$ cat src/rtl/rom_burst_reader_if.sv
// rom_burst_reader_if: request and word-stream bus of the burst ROM reader.
// Request side: start, base_addr, burst_len in; busy, done out.
// Stream side: rd_data, rd_oor, rd_valid out; rd_ready in.
// master = controller/consumer view, slave = reader view.
interface rom_burst_reader_if #(
    parameter int ADDR_WIDTH = 8,
    parameter int DATA_WIDTH = 8,
    parameter int LEN_WIDTH  = 8
);
    logic                  start;
    logic [ADDR_WIDTH-1:0] base_addr;
    logic [LEN_WIDTH-1:0]  burst_len;
    logic                  busy;
    logic                  done;
    logic [DATA_WIDTH-1:0] rd_data;
    logic                  rd_oor;
    logic                  rd_valid;
    logic                  rd_ready;
    modport master (
        output start, base_addr, burst_len, rd_ready,
        input  busy, done, rd_data, rd_oor, rd_valid
    );
    modport slave (
        input  start, base_addr, burst_len, rd_ready,
        output busy, done, rd_data, rd_oor, rd_valid
    );
endinterface

$ cat src/rtl/rom_burst_reader.sv
// rom_burst_reader: formula-defined ROM streamed out in bursts over valid/ready.
// clk, resetn (async, active low); bus (slave): start/base_addr/burst_len request,
// busy/done status, rd_data/rd_oor/rd_valid stream with rd_ready backpressure.
// Entry a holds INIT_TOP - a for a < TABLE_LEN, FILL_VALUE beyond.
module rom_burst_reader #(
    parameter int ADDR_WIDTH = 8,
    parameter int DATA_WIDTH = 8,
    parameter int TABLE_LEN  = 32,
    parameter int INIT_TOP   = 32,
    parameter int FILL_VALUE = 0,
    parameter int LEN_WIDTH  = 8
) (
    input logic               clk,
    input logic               resetn,
    rom_burst_reader_if.slave bus
);
    localparam logic [0:0] IDLE = 1'b0;
    localparam logic [0:0] RUN  = 1'b1;
    logic [0:0]            state;
    logic [ADDR_WIDTH-1:0] addr_cnt;
    logic [LEN_WIDTH-1:0]  remaining;
    logic [DATA_WIDTH-1:0] data;
    logic                  oor;
    logic                  vld;
    logic                  done;
    logic                  addr_oor;
    logic [DATA_WIDTH-1:0] word;
    logic                  load;
    always_comb begin
        addr_oor = int'(addr_cnt) >= TABLE_LEN;
        word = addr_oor ? DATA_WIDTH'(FILL_VALUE) : DATA_WIDTH'(INIT_TOP - int'(addr_cnt));
        load = state == RUN && remaining != '0 && (!vld || bus.rd_ready);
    end
    assign bus.busy     = state == RUN;
    assign bus.done     = done;
    assign bus.rd_data  = data;
    assign bus.rd_oor   = oor;
    assign bus.rd_valid = vld;
    always_ff @(posedge clk or negedge resetn) begin
        if (!resetn) begin
            state     <= IDLE;
            addr_cnt  <= '0;
            remaining <= '0;
            data      <= '0;
            oor       <= 1'b0;
            vld       <= 1'b0;
            done      <= 1'b0;
        end else begin
            done <= 1'b0;
            if (state == IDLE) begin
                if (bus.start && bus.burst_len != '0) begin
                    state     <= RUN;
                    addr_cnt  <= bus.base_addr;
                    remaining <= bus.burst_len;
                end else if (bus.start) begin
                    done <= 1'b1;
                end
            end else if (load) begin
                data      <= word;
                oor       <= addr_oor;
                vld       <= 1'b1;
                addr_cnt  <= addr_cnt + ADDR_WIDTH'(1);
                remaining <= remaining - LEN_WIDTH'(1);
            end else if (vld && bus.rd_ready) begin
                // Loads continue whenever words remain, so a bare handshake is the last word.
                vld <= 1'b0;
                if (remaining == '0) begin
                    state <= IDLE;
                    done  <= 1'b1;
                end
            end
        end
    end
endmodule

$ cat src/flat_wrapper.sv
// flat-port wrapper written by rule: the top's interface ports become plain ports
module rom_burst_reader_flat 
#(
    parameter int ADDR_WIDTH = 8,
    parameter int DATA_WIDTH = 8,
    parameter int TABLE_LEN  = 32,
    parameter int INIT_TOP   = 32,
    parameter int FILL_VALUE = 0,
    parameter int LEN_WIDTH  = 8
)
  (clk, resetn, bus_start, bus_base_addr, bus_burst_len, bus_rd_ready, bus_busy, bus_done, bus_rd_data, bus_rd_oor, bus_rd_valid);
  rom_burst_reader_if #(.ADDR_WIDTH(ADDR_WIDTH), .DATA_WIDTH(DATA_WIDTH), .LEN_WIDTH(LEN_WIDTH)) bus_i ();
  input logic clk;
  input logic resetn;
  input wire logic [$bits(bus_i.start)-1:0] bus_start;
  input wire logic [$bits(bus_i.base_addr)-1:0] bus_base_addr;
  input wire logic [$bits(bus_i.burst_len)-1:0] bus_burst_len;
  input wire logic [$bits(bus_i.rd_ready)-1:0] bus_rd_ready;
  output wire logic [$bits(bus_i.busy)-1:0] bus_busy;
  output wire logic [$bits(bus_i.done)-1:0] bus_done;
  output wire logic [$bits(bus_i.rd_data)-1:0] bus_rd_data;
  output wire logic [$bits(bus_i.rd_oor)-1:0] bus_rd_oor;
  output wire logic [$bits(bus_i.rd_valid)-1:0] bus_rd_valid;
  assign bus_i.start = bus_start;
  assign bus_i.base_addr = bus_base_addr;
  assign bus_i.burst_len = bus_burst_len;
  assign bus_i.rd_ready = bus_rd_ready;
  assign bus_busy = bus_i.busy;
  assign bus_done = bus_i.done;
  assign bus_rd_data = bus_i.rd_data;
  assign bus_rd_oor = bus_i.rd_oor;
  assign bus_rd_valid = bus_i.rd_valid;
  rom_burst_reader #(.ADDR_WIDTH(ADDR_WIDTH), .DATA_WIDTH(DATA_WIDTH), .TABLE_LEN(TABLE_LEN), .INIT_TOP(INIT_TOP), .FILL_VALUE(FILL_VALUE), .LEN_WIDTH(LEN_WIDTH)) u_core (.clk(clk), .resetn(resetn), .bus(bus_i));
endmodule
$ cat config.mk
export PLATFORM = sky130hd
export DESIGN_NAME = rom_burst_reader_flat
export DESIGN_NICKNAME = d
export VERILOG_FILES = /design/src/rtl/rom_burst_reader_if.sv /design/src/rtl/rom_burst_reader.sv /design/src/flat_wrapper.sv
export SDC_FILE = /design/constraint.sdc
export NUM_CORES = 1
export LEC_CHECK = 0
export CAP_MARGIN = 20
export CORE_ASPECT_RATIO = 0.75
export CORE_MARGIN = 2
export CORE_UTILIZATION = 56
export CTS_BUF_LIST = sky130_fd_sc_hd__clkbuf_16
export CTS_CLUSTER_SIZE = 40
export DETAILED_ROUTE_END_ITERATION = 8
export PLACE_DENSITY = 0.91
export SLEW_MARGIN = 15
export SYNTH_ARGS = -nofsm -noshare
export SYNTH_HDL_FRONTEND = slang
export SYNTH_SLANG_ARGS = --single-unit
$ cat constraint.sdc
create_clock -name clk -period 5.3 [get_ports clk]
set_input_delay 1.59 -clock clk [delete_from_list [all_inputs] [get_ports clk]]
set_output_delay 1.59 -clock clk [all_outputs]
set_load 0.03 [all_outputs]
======== After elaboration in Yosys (flattened, before gate mapping) ========
Index checks and enable logic that the tools add are counted.
word-level totals
  flip-flop bits (word level) ............. 28
  input port bits ......................... 20
  output and inout bits ................... 12
  logic and storage cells ................. 46
cells by class
  add/subtract/negate cells ............... 3
  order comparisons ....................... 1
  equality and inequality tests ........... 1
  mux-type cells .......................... 20
  reductions and logical operators ........ 14
operators by type and width
  operator                                                               number
  8-bit two-way mux                                                      7
  8-bit nonzero test                                                     2
  1-bit two-way mux                                                      13
  8-bit by 1-bit adder with 8-bit output, second input constant          1
  8-bit by 6-bit >= comparator with 1-bit output, second input constant  1
  8-bit logical NOT                                                      1
  6-bit by 8-bit subtractor with 8-bit output, first input constant      1
  8-bit by 1-bit subtractor with 8-bit output, second input constant     1
  2-bit AND reduction                                                    3
  1-bit logical AND                                                      4
  2-bit nonzero test                                                     2
  2-bit != test, second input constant                                   1
  1-bit logical NOT                                                      1
  1-bit logical OR                                                       1

======== Logic depth before layout (Yosys ltp) ========
Gate-level depths: netlist of the first run.
  depth after elaboration ................. 5
  gate-level depth with buffers ........... 8
  mapped depth without buffers ............ 6

======== Least setup slack after synthesis of the first run ========
Ideal clock, no wire load.
  path kind ............................... input to register
  start point ............................. in bus_burst_len[2]
  end point ............................... reg u_core.remaining[5]
  setup time .............................. 0.127 ns
  arrival time ............................ 2.739 ns
  required time ........................... 5.173 ns
  setup slack ............................. 2.434 ns
  cell stages on the path ................. 5
  buffers on the path ..................... 1
  path through ............................ or4_4 > o21a_1 > buf_6 > a32oi_1 > nand3b_1
between the ends
  longest elaborated chain between the ends .. 4
RTL lines
  element                        RTL line                source
  from (decl)                    flat_wrapper.sv:17      input wire logic [$bits(bus_i.burst_len)-1:0] bus_burst_len;
  8-bit nonzero test             rom_burst_reader.sv:51  if (bus.start && bus.burst_len != '0) begin
  1-bit logical AND              rom_burst_reader.sv:51
  2-bit nonzero test (no line)   --
  2-bit AND reduction (no line)  --
  to (signal assigned)           rom_burst_reader.sv:54  remaining <= bus.burst_len;
  to (signal assigned)           rom_burst_reader.sv:63  remaining <= remaining - LEN_WIDTH'(1);
  to (decl)                      rom_burst_reader.sv:21  logic [LEN_WIDTH-1:0] remaining;
Every way passes these cells.
A chain may end at the register's enable or synchronous reset.

======== Worst setup path in the final report of the first run ========
  start point ............................. reg u_core.state, in the netlist u_core.bus.busy
  end point ............................... out bus_busy
RTL lines
  element                 RTL line                source
  from (decl)             rom_burst_reader.sv:19  logic [0:0] state;
  from (signal assigned)  rom_burst_reader.sv:41  state <= IDLE;
  from (signal assigned)  rom_burst_reader.sv:52  state <= RUN;
  from (signal assigned)  rom_burst_reader.sv:68  state <= IDLE;
  to (decl)               flat_wrapper.sv:19      output wire logic [$bits(bus_i.busy)-1:0] bus_busy;
No word-level cell between the ends.

==> run metrics, run 1 <==
status=finished, final reports clean; worst ir drop on vdd=0.000334 V; clk buf depth=2; antenna cell count=0; initial antenna violation count=0; layout cells sized above 1=between 8 and 9%; fill count=~200; Worst Slack Setup Final=1.66 ns; total CTS buffers=3; sequential cell area fraction in the yosys report=around 41%; CP endpoint kind=output port; DR vias=1533; ANT nets after route=0; total power=1.12 mW; Placed Area=2000 µm²; wire per inst=18.3 µm; io pins=32; Synth Instances=178; gr ovfl total=0; Avg Synthesized Cell Area=between 9 and 10 µm²; Period minus WS final=3.64 ns; kind of critical path=reg2out; # rows=17; DRC=0; hold-fix buffers at CTS=0; first-pass GRT wire length=7110 µm; multi-input logic area=908 µm²; Crit path max-delay family=flip-flops; slew margin rel.=32.4%; final setup violating endpoints=0; Synth Warn #=0; Worst setup SP type=register; DR iter-0 viols=111; Die Height=52 µm; CTS root buffer=clkbuf_16; Die ar.=between 3000 and 4000 µm²; Pwr Density=roughly 540 nW/µm²; Synth cell types=between 50 and 60; WP data required=approximately 3.7 ns; Buf/Inv on CP=1; Critical-path top delay cell=dfrtp_1; Starting Density=between 50% and 60%; layout net count=between 200 and 250; largest net degree at the start of global routing=29; number of enable flip-flop cells after synthesis=0; Pre-antenna DRT Iters=4; Max Clk Rate=approximately 270 MHz; RSZ-0062 raised after global routing=no; Worst Hold Class=reg2reg; Leak Pwr=0.862 nW; Post-CTS Setup Bufs=0; #FFs+latches synth=28; GR Util All Layers=27.5%; vias in the first global route=1475; Clock Skew=0.00297 ns; Placement Setup Slack=1.62 ns; Worst-Margin Slew=1.01 ns; Sum Neg Setup Slack=0 ns; DRT Wirelength=roughly 4400 µm; cts repair resizes=0; Max Cap Violations=0; Synth Cell Area=1720 µm²; final instance area=2080 µm²; clock-pin slew on the worst setup and hold paths=0.07 ns; Sequential cell area=701 µm²; die span in x=68 µm; CTS tree=done; CP Cell Sequence=clkdlybuf4s50_1; Most used DFF post-synth=dfrtp_1; DR vias/cell=6.39; fin. max-slew vios=0; Core Area=2940 µm²; H-tree levels=1; Detail Placement HPWL=between 2000 and 3000 µm; clock sinks=28; Skew-Pair Late Insertion Delay=0.26 ns; Critical Path Fanout Max=28; Crit path largest cell delay=0.97 ns; Final Hold Fails=0; syn nets=about 200; fin crit share=68.7%; Buffers on Ports=31; Layout area overhead=20.9%; Placer Congestion=0.899; Async S/R FF share, synth=between 90% and 100%; Critical Path AT=2.05 ns
## per-stage QoR
step                utilization (%)  hold WS, ns  cells
floorplan                         -        0.530    178
global placement               68.2        0.456    236
detailed placement             68.2        0.476    236
CTS                            70.8        0.492    240
global route                   70.8        0.516    240
finish                         70.8        0.486    240
## Yosys cell counts, drive strengths merged (3+ instances only)
master / instances / share of area [%]
a21oi: 8 / 2.3
a31oi: 3 / 1.1
and2: 3 / 1.1
buf: 8 / 4.1
clkbuf: 4 / 0.87
dfrtp: 28 / 41
ha: 4 / 2.9
inv: 7 / 1.5
nand2: 19 / 4.1
nand3: 8 / 2.3
nand4: 3 / 1.1
nor2: 12 / 3.6
nor3: 12 / 4.7
o21ai: 9 / 3.3
o22a: 4 / 2.0
o31ai: 4 / 1.7
## layer usage
metal  global-route usage (%)  part of all wire [%]  vias to the layer above
li1                         -                     -                      710
met1                     36.8                    42                      733
met2                     42.7                    49                       76
met3                     6.49                   7.0                       14
met4                     11.0                   2.0                        0
met5                        0                     0                        -
## worst paths after layout
| path | from | to | slack, ns | cells past startpoint |
|---|---|---|---|---|
| hold / removal | u_core.bus.rd_data[4] | u_core.bus.rd_data[4] | 0.49 | 2 |
| setup reg to reg | u_core.bus.busy | u_core.addr_cnt[7] | 2.54 | 4 |
| hold reg to reg | u_core.bus.rd_data[4] | u_core.bus.rd_data[4] | 0.49 | 2 |
| min in group asynchronous | resetn | u_core.remaining[3] | 1.70 | 2 |
| max in group asynchronous | resetn | u_core.remaining[6] | 3.34 | 2 |
| setup / recovery | u_core.bus.busy | bus_busy | 1.66 | 1 |
## flip-flops by register name, indices dropped and copies added (netlist names)
register and count:
u_core.bus.rd_data 8, u_core.bus.done 1, u_core.bus.busy 1, u_core.remaining 8, u_core.addr_cnt 8, u_core.bus.rd_valid 1, u_core.bus.rd_oor 1
## where the power goes
part           switching (mW)  total (mW)  internal [mW]
Sequential              0.125       0.413          0.288
Clock                  0.0707       0.172          0.101
Combinational           0.301       0.532          0.231
## final cells by class
class	count	area share [%]
clock buffer	3	3.61
clock inverter	1	0.181
inverter	7	1.26
multi-input combinational	131	43.7
sequential	28	33.7
tap	38	2.29
timing repair buffer	32	15.3
## cells by family (layout without fill, tap and decap cells)
family,Yosys count,count (layout),synth area share [%]
compound gates,49,49,22.4
flops,28,28,40.7
mux,2,2,1.16
buf+inv,19,43,6.47
xor+xnor,3,3,1.53
fa+ha+maj,4,4,2.91
simple gates,73,73,24.8
## cells in the final DEF, fill, tap and decap left out, types with 3 or more instances in the layout
master / count
a31oi_1: 3
inv_1: 6
nand4_1: 3
nor3_1: 8
nor2_1: 11
a21oi_1: 8
o22a_1: 4
nand3_1: 8
ha_1: 4
nor3_2: 4
dfrtp_1: 28
o31ai_1: 4
clkdlybuf4s50_1: 31
o21ai_0: 7
nand2_1: 19
clkbuf_16: 3
Power figures use the tool's default switching activity.
==> inputs of run 2 (changes only) <==
CORE_UTILIZATION = 52   (was 56)
PLACE_DENSITY = 0.86   (was 0.91)
clock period = 3.66 ns   (was 5.3 ns; I/O delays follow)
==> run 2 against run 1 <==
Effect of this change: sequential power up 39%; via count increased by 1.7%; global-route usage down 2.9 points; clock power up 89%; first-iteration DRC count increased by 81%; combinational power increased by 51%; sequential share of layout area fell by 0.70 points; worst hold slack worse by 0.0055 ns; count of clock-buffer cells in the layout did not move; non-clock buffer count increased by 2.
==> run metrics, run 2 (synthesis gave the netlist of run 1 again) <==
status=finished, final reports clean; Critical-path top delay cell=or4_4; met2 Use GR=39.2% (-3.6 points); H-tree levels=1 (unchanged); fin crit share=approximately four fifths; clock-pin slew on the worst setup and hold paths=0.07 ns (about the same); most frequent cells in the layout=clkdlybuf4s50_1, dfrtp_1, nand2_1; DR iter-0 viols=201 (+81%); Post-CTS Setup Bufs=0 (unchanged); commonest non-fill, non-tap cell in the layout=clkdlybuf4s50_1; io pins=32 (unchanged); DR vias=1559 (+1.7%); Pre-antenna DRT Iters=5 (+1); Pwr Density=803 nW/µm² (+50%); Critical Path Fanout Max=16 (-43%); Clock Skew=0.00381 ns (+0.000840 ns); Comb pwr share=47.2% (-0.4 points); Final Hold Fails=0 (unchanged); Max Clk Rate=~340 MHz; gr busiest metal=met2; CP endpoint kind=register; Worst Hold Class=reg2reg; flop2flop setup slack=1.40 ns (-1.14 ns); vias in the first global route=1481 (+0.41%); Crit path max-delay family=simple AND/OR/NAND/NOR gates; Die Height=53.8 µm (+3.5%); final instance area=2120 µm² (+2.1%); Core Area=3220 µm² (+9.7%); Placer Congestion=0.876 (-2.5%); antenna cell count=0 (unchanged); Skew-Pair Late Insertion Delay=0.26 ns (about the same); # rows=18 (+1); CP Cell Sequence=clkdlybuf4s50_1, or4_4, o21ai_4, nand2_1, o211a_1; Detail Placement HPWL=2890 µm (+1.7%); fin util=65.9% (-4.9 points); met1 usage=34.5% (-2.3 points); kind of critical path=in2reg; die span in x=70.4 µm (+3.6%); Leak Pwr=0.883 nW (+2.5%); CTS root buffer=clkbuf_16; cts repair resizes=0 (unchanged); total CTS buffers=3 (unchanged); final setup violating endpoints=0 (unchanged); DR vias/cell=6.39 (about the same); first-pass GRT wire length=7210 µm (+1.4%); layout net count=229 (+0.88%); CTS tree=done; Buf/Inv on CP=1 (unchanged); wire per inst=18.3 µm (-0.25%); Buffers on Ports=31 (unchanged); Die ar.=3790 µm² (+7.2%); hold-fix buffers at CTS=0 (unchanged); layout cells sized above 1=10.3% (+1.4 points); ANT nets after route=0 (unchanged); RSZ-0062 raised after global routing=no; met3 Use GR=4.12% (-2.4 points); Max Cap Violations=0 (unchanged); Clk pwr share=19.1% (+3.7 points); Layout area overhead=23.4%; initial antenna violation count=0 (unchanged); clk buf depth=2 (unchanged); worst ir drop on vdd=0.000324 V (-3.1%); slew margin rel.=49.0% (+17 points); Seq pwr share=33.7% (-3.3 points); Worst setup SP type=input pin; GR Util All Layers=24.6% (-2.9 points); Power Internal=0.978 mW (+58%); fin. max-slew vios=0 (unchanged); Placed Area=2020 µm² (+0.88%); DRT Wirelength=4460 µm (+1.4%); Crit path largest cell delay=0.59 ns (-0.38 ns); WP data required=3.81 ns (+0.10 ns); DRC=0 (unchanged); switching part of the total=42.6% (-1.8 points); Worst-Margin Slew=0.765 ns (-0.248 ns); gr ovfl total=0 (unchanged); Sum Neg Setup Slack=0 ns (unchanged); clock sinks=28 (unchanged); Critical Path AT=3.06 ns (+1.01 ns); Starting Density=53.4% (-5.2 points); Period minus WS final=2.91 ns; sw power=0.727 mW (+46%); largest net degree at the start of global routing=29 (unchanged)
run 2: cell types whose count changed in the layout (fill, tap and decap cells not counted):
cell       before  now
bufinv_16       0    1
clkinv_1        1    0
buf_4           1    3
run 2: path summary, 6_finish.rpt:
check,cells past startpoint,end,startpoint
max,5,u_core.addr_cnt[7],bus_burst_len[2]
min,2,u_core.bus.rd_data[2],u_core.bus.rd_data[2]
max reg2reg,6,u_core.addr_cnt[7],u_core.remaining[0]
min reg2reg,2,u_core.bus.rd_data[2],u_core.bus.rd_data[2]
max in group asynchronous,2,u_core.remaining[6],resetn
min in group asynchronous,2,u_core.addr_cnt[2],resetn
run 2: power by group through the flow:
| stage | registers, mW | clock network, mW | logic [mW] |
|---|---|---|---|
| 3_3_place_gp | 0.557 | 0 | 0.763 |
| 2_1_floorplan | 0.574 | 0 | 0.574 |
| 6_report | 0.575 | 0.325 | 0.804 |
| 4_1_cts | 0.568 | 0.331 | 0.798 |
| 5_1_grt | 0.590 | 0.343 | 0.875 |
| 3_5_place_dp | 0.565 | 0 | 0.785 |
run 2: layer usage:
metal / vias up / part of all wire [%]
met5: - / 0
met4: 0 / 2.1
met3: 13 / 8.3
met2: 96 / 46
met1: 736 / 44
li1: 714 / -
run 2: tightest hold or removal path, cell delays in order (launching register included):
cell and delay (ns):
dfrtp_1 0.35, nand2_1 0.05, o31ai_1 0.05
run 2: metrics by stage:
stage                     power, mW  hold WS, ns  setup slack, ns  std cells
final                          1.70        0.480            0.755        244
after global routing           1.81        0.503            0.731        244
after CTS                      1.70        0.485            0.792        244
after detailed placement       1.35        0.467            0.546        240
after global placement         1.32        0.457            0.622        240
after floorplan                1.15        0.530             1.29        178
run 2: final cells by class:
cell class              instances  area, µm²
inverters                       7       26.3
flip-flops and latches         28        701
multi-input cells             131        908
clock inverters                 1       30.0
well taps                      40       50.0
clock buffers                   3       75.1
repair buffers                 34        333
fillers                       242       1100
==> inputs of run 3 (changes only) <==
CORE_UTILIZATION = 47   (was 52)
PLACE_DENSITY = 0.82   (was 0.86)
clock period = 2.4 ns   (was 3.66 ns; I/O delays follow)
==> run 3 against run 2 <==
Effect of this change: count of clock-buffer cells in the layout unchanged; worst hold slack worse by 0.0021 ns; sequential cell count unchanged; final cell count up 8.6%; largest power group unchanged; combinational power up 55%; non-clock buffer count up 11; critical path type unchanged; final area up 4.5%; setup slack worse by 0.65 ns; via count down 2.4%; largest cell class unchanged; core utilization down 0.70 points.
==> run metrics, run 3 (synthesis gave the netlist of run 1 again) <==
Skew-Pair Late Insertion Delay=0.27 ns (about the same); DR iter-0 viols=97 (-52%); Die Height=56.4 µm (+4.8%); flop2flop setup slack=0.46 ns (-0.94 ns); total power=2.61 mW (+53%); Starting Density=50.6% (-2.8 points); Pwr Density=1180 nW/µm² (+47%); DRT Wirelength=4130 µm (-7.3%); clock-pin slew on the worst setup and hold paths=0.07 ns (about the same); fill count=286 (+18%); initial antenna violation count=0 (unchanged); clk buf depth=2 (unchanged); H-tree levels=1 (unchanged); GR Util All Layers=21.8% (-2.8 points); Core Area=3400 µm² (+5.6%); layout cells sized above 1=14.9% (+4.6 points); met2 WL=1820 µm (-11%); hold-fix buffers at CTS=0 (unchanged); Die ar.=4170 µm² (+9.9%); Leak Pwr=0.936 nW (+6.0%); slew margin rel.=62.3% (+13 points); ANT nets after route=0 (unchanged); first-pass GRT wire length=7020 µm (-2.6%); Pre-antenna DRT Iters=4 (-1); Fin Hold WS=0.478 ns (-0.00211 ns); placed cells=261 (+8.8%); cts repair resizes=0 (unchanged); status=finished, final reports clean; fin crit share=95.8%; DR top layer=met4; Max Clk Rate=about 440 MHz; RSZ-0062 raised after global routing=no; DR vias=1522 (-2.4%); layout net count=240 (+4.8%); Worst Hold Class=reg2reg; fin util=65.2% (-0.70 points); final cell count without fillers=265 (+8.6%); Worst setup SP type=input pin; clock sinks=28 (unchanged); Buffers on Ports=31 (unchanged); kind of critical path=in2reg; final instance area=2220 µm² (+4.5%); Detail Placement HPWL=3000 µm (+3.8%); largest net degree at the start of global routing=29 (unchanged); Clock Skew=0.00368 ns (-0.000134 ns); antenna cell count=0 (unchanged); Placer Congestion=0.850 (-3.0%); final setup violating endpoints=0 (unchanged); Worst Slack Setup Final=0.102 ns (-0.653 ns); Max Cap Violations=0 (unchanged); fin. max-slew vios=0 (unchanged); met3 wire length=222 µm (-40%); Final Hold Fails=0 (unchanged); CTS root buffer=clkbuf_16; WP data required=2.54 ns (-1.27 ns); Post-CTS Setup Bufs=0 (unchanged); die span in x=73.9 µm (+4.9%); WL met1=2050 µm (+5.2%); Sum Neg Setup Slack=0 ns (unchanged); # rows=18 (unchanged); DRC=0 (unchanged); wire per inst=15.6 µm (-15%); CTS tree=done; Placed Area=2110 µm² (+4.7%); most frequent cells in the layout=clkdlybuf4s50_1, dfrtp_1, nand2_1; commonest non-fill, non-tap cell in the layout=clkdlybuf4s50_1; CP endpoint kind=register; Worst-Margin Slew=0.561 ns (-0.205 ns); Critical Path Fanout Max=9 (-7); Layout area overhead=28.9%; Placement Setup Slack=-0.207 ns (-0.753 ns); io pins=32 (unchanged); Critical Path AT=2.44 ns (-0.62 ns); gr ovfl total=0 (unchanged); DR vias/cell=5.74 (-10%); vias in the first global route=1422 (-4.0%); worst ir drop on vdd=0.000655 V (+100%); total CTS buffers=3 (unchanged); Period minus WS final=2.30 ns
## run 3: area by class of cell
cell class	instances	area (µm²)	share of cell area, %
Inverter	7	26.3	1.18
Sequential cell	28	701	31.6
Tap cell	50	62.6	2.82
Clock inverter	1	30.0	1.35
Timing Repair Buffer	45	415	18.7
Clock buffer	3	75.1	3.38
Multi-Input combinational cell	131	908	40.9
## run 3: routing by layer
layer	vias up	track usage (%)
met5	-	0
met4	0	4.68
met3	5	4.67
met2	40	32.8
met1	746	32.0
li1	731	-
## run 3: worst max-delay path: stages
cell	delay, ns
clkdlybuf4s50_1	0.42
or4_4	0.57
o21a_1	0.37
nor3_1	0.30
a211oi_2	0.05
## run 3: final timing paths
path / start / endpoint / cells past startpoint
worst max-delay path: bus_burst_len[2] / u_core.remaining[2] / 5
worst min-delay path: u_core.bus.rd_data[1] / u_core.bus.rd_data[1] / 2
worst max register to register: u_core.remaining[0] / u_core.addr_cnt[7] / 7
worst min register to register: u_core.bus.rd_data[1] / u_core.bus.rd_data[1] / 2
max in group asynchronous: resetn / u_core.addr_cnt[1] / 2
min in group asynchronous: resetn / u_core.remaining[6] / 2
## run 3: report_power, final
| part | switching, mW | leakage, nW | internal (mW) |
|---|---|---|---|
| registers | 0.227 | 0.345 | 0.637 |
| logic | 0.686 | 0.539 | 0.563 |
| clock network | 0.169 | 0.0511 | 0.333 |
| total | 1.08 | 0.936 | 1.53 |
